--- src/rtl/sha1_ctrl.sv ---
// Block sequencer for the sha1block core: ping-pong message buffer, per-block
// restart, H0..H4 accumulation and digest emission on the message's last block.
//
// state       | meaning
// ------------+-----------------------------------------------------------
// S_IDLE      | wait for the compute entry to become full
// S_START     | pulse core_restart for one cycle
// S_RUN_FIRST | first cycle after restart; core_ready is stale, ignore it
// S_RUN       | wait for core_ready
// S_UPDATE    | fold a..e into H, free the entry, maybe emit digest
module sha1_ctrl (
   input  logic         clk,
   input  logic         rst,
   input  logic         in_valid,
   output logic         in_ready,
   input  logic [31:0]  in_data,
   input  logic         in_first,
   input  logic         in_last,
   output logic         core_restart,
   output logic [31:0]  core_h0,
   output logic [31:0]  core_h1,
   output logic [31:0]  core_h2,
   output logic [31:0]  core_h3,
   output logic [31:0]  core_h4,
   output logic [31:0]  core_word,
   input  logic [3:0]   core_raddr,
   input  logic [31:0]  core_a,
   input  logic [31:0]  core_b,
   input  logic [31:0]  core_c,
   input  logic [31:0]  core_d,
   input  logic [31:0]  core_e,
   input  logic         core_ready,
   output logic [159:0] digest,
   output logic         digest_valid
);

   localparam logic [159:0] IV = {32'h67452301, 32'hEFCDAB89, 32'h98BADCFE,
                                  32'h10325476, 32'hC3D2E1F0};

   typedef enum logic [2:0] {S_IDLE, S_START, S_RUN_FIRST, S_RUN, S_UPDATE} state_t;

   state_t         state_q, state_d;
   logic [31:0]    mem_q [2][16];
   logic [1:0]     full_q, first_q, last_q;
   logic           fill_ptr_q, comp_ptr_q;
   logic [3:0]     wcnt_q;
   logic [159:0]   h_q, h_d, h_sum;
   logic [159:0]   digest_q, digest_d;
   logic           dv_q, dv_d;
   logic           accept, load_iv, do_update;

   assign in_ready     = ~rst & ~full_q[fill_ptr_q];
   assign accept       = in_valid & in_ready;
   assign core_word    = mem_q[comp_ptr_q][core_raddr];
   assign core_h0      = h_q[159:128];
   assign core_h1      = h_q[127:96];
   assign core_h2      = h_q[95:64];
   assign core_h3      = h_q[63:32];
   assign core_h4      = h_q[31:0];
   assign digest       = digest_q;
   assign digest_valid = dv_q;

   assign h_sum = {h_q[159:128] + core_a, h_q[127:96] + core_b, h_q[95:64] + core_c,
                   h_q[63:32] + core_d, h_q[31:0] + core_e};

   always_comb begin
      state_d      = state_q;
      core_restart = 1'b0;
      load_iv      = 1'b0;
      do_update    = 1'b0;
      unique case (state_q)
         S_IDLE: begin
            if (full_q[comp_ptr_q]) begin
               state_d = S_START;
               load_iv = first_q[comp_ptr_q];
            end
         end
         S_START: begin
            core_restart = 1'b1;
            state_d      = S_RUN_FIRST;
         end
         S_RUN_FIRST: state_d = S_RUN;
         S_RUN: begin
            if (core_ready) state_d = S_UPDATE;
         end
         S_UPDATE: begin
            do_update = 1'b1;
            if (full_q[~comp_ptr_q]) begin
               state_d = S_START;
               load_iv = first_q[~comp_ptr_q];
            end else begin
               state_d = S_IDLE;
            end
         end
         default: state_d = S_IDLE;
      endcase
   end

   // IV reload wins over the add so a chained first block starts clean, while
   // the digest still captures the finished sum.
   always_comb begin
      h_d      = h_q;
      dv_d     = 1'b0;
      digest_d = digest_q;
      if (do_update) begin
         h_d = h_sum;
         if (last_q[comp_ptr_q]) begin
            dv_d     = 1'b1;
            digest_d = h_sum;
         end
      end
      if (load_iv) h_d = IV;
   end

   always_ff @(posedge clk) begin
      if (accept) mem_q[fill_ptr_q][wcnt_q] <= in_data;
   end

   always_ff @(posedge clk) begin
      if (rst) begin
         state_q    <= S_IDLE;
         full_q     <= 2'b00;
         first_q    <= 2'b00;
         last_q     <= 2'b00;
         fill_ptr_q <= 1'b0;
         comp_ptr_q <= 1'b0;
         wcnt_q     <= 4'd0;
         h_q        <= IV;
         digest_q   <= '0;
         dv_q       <= 1'b0;
      end else begin
         state_q  <= state_d;
         h_q      <= h_d;
         digest_q <= digest_d;
         dv_q     <= dv_d;
         if (accept) begin
            wcnt_q <= wcnt_q + 4'd1;
            if (wcnt_q == 4'd0) first_q[fill_ptr_q] <= in_first;
            if (wcnt_q == 4'd15) begin
               last_q[fill_ptr_q] <= in_last;
               full_q[fill_ptr_q] <= 1'b1;
               fill_ptr_q         <= ~fill_ptr_q;
            end
         end
         if (do_update) begin
            full_q[comp_ptr_q] <= 1'b0;
            comp_ptr_q         <= ~comp_ptr_q;
         end
      end
   end

endmodule
--- config.mk ---
export PLATFORM = sky130hd
export DESIGN_NAME = sha1_ctrl
export DESIGN_NICKNAME = d
export VERILOG_FILES = /design/src/rtl/sha1_ctrl.sv
export SDC_FILE = /design/constraint.sdc
export NUM_CORES = 2
export LEC_CHECK = 0
export ABC_CLOCK_PERIOD_IN_PS = 4850
export BUFFER_PORTS_ARGS = -buffer_cell sky130_fd_sc_hd__buf_2
export CORE_MARGIN = 5
export CORE_UTILIZATION = 55
export DETAILED_ROUTE_END_ITERATION = 16
export PLACE_DENSITY = 0.87
export SLEW_MARGIN = 15
export SYNTH_ARGS = -nofsm -noshare
export SYNTH_HDL_FRONTEND = slang
export SYNTH_SLANG_ARGS = --single-unit
--- constraint.sdc ---
create_clock -name clk -period 4.85 [get_ports clk]
set_input_delay 0.97 -clock clk [delete_from_list [all_inputs] [get_ports clk]]
set_output_delay 0.97 -clock clk [all_outputs]
set_load 0.1 [all_outputs]
==> impl_metrics.ini <==
[logic_synthesis]
synth_enable_flop_cells = 1024
ys_seq_area_frac = 0.649
synthCells = 3727
synth-seq-cells = 1361
syn_area_per_cell_um2 = 15.5
syn-cell-area_um2 = 57800
async_reset_ff_frac = 0
synth-main-ff-cell = edfxtp_1
synth_nets = 4093
yosysWarnings = 0
netlist-cell-type-count = 101

[place]
dpl.hpwl_mm = 121
place_congestion = 0.949
dp_slack_ns = 0.586
portBuffers = 556

[cells_and_area]
fill_cells = 7011
synthToLayoutAreaGrowth_pct = 17.1
drive_gt1_frac = 0.291
finalNetCount = 4694

[hold_path]
hold_start = digest[75]
hp-class = reg -> reg
hold_depth = 2
min_to = digest[75]

[sta]
finalHoldViolCount = 0
slew_viol_final = 0
worst_slack_ns = 0.140
rsz0062_at_grt = false
finClkSkew_ns = 0.0524
post-route-period-util = 0.971
period_needed_ns = 4.71
fmax_mhz = 212
setup_violations = 0
finalSetupTns_ns = 0
slew_headroom = 0.192
worstMarginPinSlew_ns = 1.21

[worst_setup_path]
cp_max_fo = 56
reg2reg_to = digest[94]
r2r_slack_ns = 1.30
cp-end-kind = output pin
worstSetupPathType = reg -> out
rr_worst_depth = 12
cp.arrival_ns = 3.74
r2r_start = h_q[64]
worstPathRequired_ns = 3.88
start_kind = flip-flop

[power]
powerDensity_nw_per_um2 = 374
ir_worst_vdd_mv = 0.477
p_leak_nw = 24.4

[clock_network]
hold_buffers = 0
root_buffer = clkbuf_16
path_clk_slew_ns = 0.06
htree_num_levels = 4
cts_tree = built
insertion_delay_ns = 0.76
cts.sinks = 1361
clockBufferDepth = 3
cts_made_buffers = 138

[route]
drt-total-wl_mm = 198
drcViolationCount = 0
ant_nets = 0
routedWlPerCell_um = 33.9
via_per_inst = 6.66
drt-initial-drc-count = 5290
vias = 39000
dr.pass1.iters = 8

[die]
io_pins = 557
dieArea_um2 = 112000
dieWidth_um = 334
initial_utilization = 0.552
rows = 119
die_y_um = 334
core-area_um2 = 105000

[global_route]
track_usage = 0.349
overflow = 0
grt_max_degree = 187
grt_pass1_wl_mm = 280
antenna_found_initial = 45
grt_pass1_vias = 38800

[flow_run]
maxCapViolCount = 0

[status]
status = finished clean
## state kept, by name, indices dropped and copies added, names as in the netlist, named ones only
signal	cells
digest_valid	1
h_q	160
last_q	2
digest	160
first_q	2
mem_q	1024
comp_ptr_q	1
state_q	3
wcnt_q	4
full_q	2
fill_ptr_q	1
## final cells by class
cell class	instances	area [um^2]	area share
Sequential cell	1361	37500	0.554
Multi-Input combinational cell	2141	19700	0.291
Timing Repair Buffer	647	3920	0.0579
Clock buffer	173	3680	0.0543
Tap cell	1391	1740	0.0257
Clock inverter	74	907	0.0134
Inverter	39	149	0.00220
Antenna cell	30	75.1	0.00111
## cell families after synthesis
group | Yosys count | share of synthesized area
fa+ha+maj | 164 | 0.0361
flops | 1361 | 0.649
mux | 362 | 0.133
xor+xnor | 143 | 0.0224
simple gates | 753 | 0.0586
buf+inv | 225 | 0.0150
compound gates | 719 | 0.0866
## per-stage QoR
stage	std cells	area (um^2)	util	hold WS, ns	total power [W]
after floorplan	3727	57800	-	0.436	0.0139
after CTS	5826	67600	0.645	0.408	0.0253
after detailed placement	5578	63000	0.601	0.429	0.0145
after global placement	5578	63000	0.601	0.433	0.0144
final	5856	67700	0.646	0.448	0.0253
after global routing	5847	67700	0.646	0.438	0.0260
## synth_stat cells, types with 7 or more instances
cell,count,area [um^2]
nor3_1,26,130
edfxtp_1,1024,30700
o21bai_1,23,173
buf_1,49,184
nor3b_1,7,52.6
a31oi_1,15,93.8
a211oi_1,14,105
o21a_1,18,135
a21o_1,79,593
dfxtp_1,337,6750
nand3_1,93,465
xnor2_1,91,797
o21ai_1,19,95.1
o31ai_1,7,52.6
nor2_1,140,526
clkbuf_1,132,495
nand2_1,355,1330
nand2b_1,20,125
mux2_2,34,383
nand4_1,20,125
o211ai_1,19,143
a211o_1,10,87.6
and3_1,15,93.8
and2_1,8,50.1
mux4_2,320,7210
inv_1,39,146
nor2b_1,14,87.6
o21ai_0,97,485
xor2_1,49,429
or3_1,14,87.6
a22o_1,130,1140
a21oi_1,216,1080
ha_1,159,1990
mux2i_1,8,80.1
## layout by cell type, fill, tap and decap left out, types with 13 or more instances in the layout
cell,count
a22o_1,130
o21ai_1,19
nand4_1,20
a21oi_1,215
clkbuf_1,27
o21bai_1,23
xnor2_1,91
nor3_1,26
xor2_1,49
nand3_1,93
clkbuf_16,139
nor2_4,33
buf_4,59
mux4_2,320
buf_12,32
or3_1,13
inv_1,38
o21ai_0,97
diode_2,30
buf_2,553
mux2_2,34
nand2b_1,20
o211ai_1,19
o21a_1,18
nor2b_1,14
nor2_1,108
edfxtp_1,1024
ha_1,159
nand2_1,354
a31oi_1,15
a21o_1,78
bufinv_16,13
dfxtp_1,336
clkinv_1,18
a211oi_1,13
clkinv_2,26
and3_1,15
## how the worst max path moves through the flow
| stage | from | to | cells after the start |
|---|---|---|---|
| 4_1_cts | flip-flop | core_word[4] | 5 |
| 3_5_place_dp | core_c[0] | digest[94] | 13 |
| 2_1_floorplan | rst | mem_q[1][128] | 6 |
| 6_report | flip-flop | core_word[4] | 5 |
| 5_1_grt | flip-flop | core_word[19] | 5 |
| 3_3_place_gp | core_c[0] | digest[94] | 13 |
## where the power goes
part | internal [W] | leakage [nW] | switching (W)
logic | 0.000570 | 10.2 | 0.00119
registers | 0.0125 | 11.9 | 0.0000171
clock network | 0.00615 | 2.23 | 0.00483
total | 0.0193 | 24.4 | 0.00604
## timing repair
item                                    4_1_cts  5_1_grt
resized for setup                             1        0
setup buffers                                 1        0
endpoints found under the setup margin        1        0
## worst max-delay path, stage by stage, from the launching register on
cell and delay, ns:
dfxtp_4 0.63, buf_16 0.44, mux4_2 0.66, mux4_2 0.59, mux2_2 0.33, buf_2 0.30
## routing by layer
metal,vias to the layer above,share of wire,track usage
met4,18,0.083,0.230
met5,-,0.00060,0
li1,15900,-,-
met1,19200,0.32,0.411
met3,794,0.11,0.0907
met2,3098,0.48,0.572
Power figures use the tool's default switching activity.
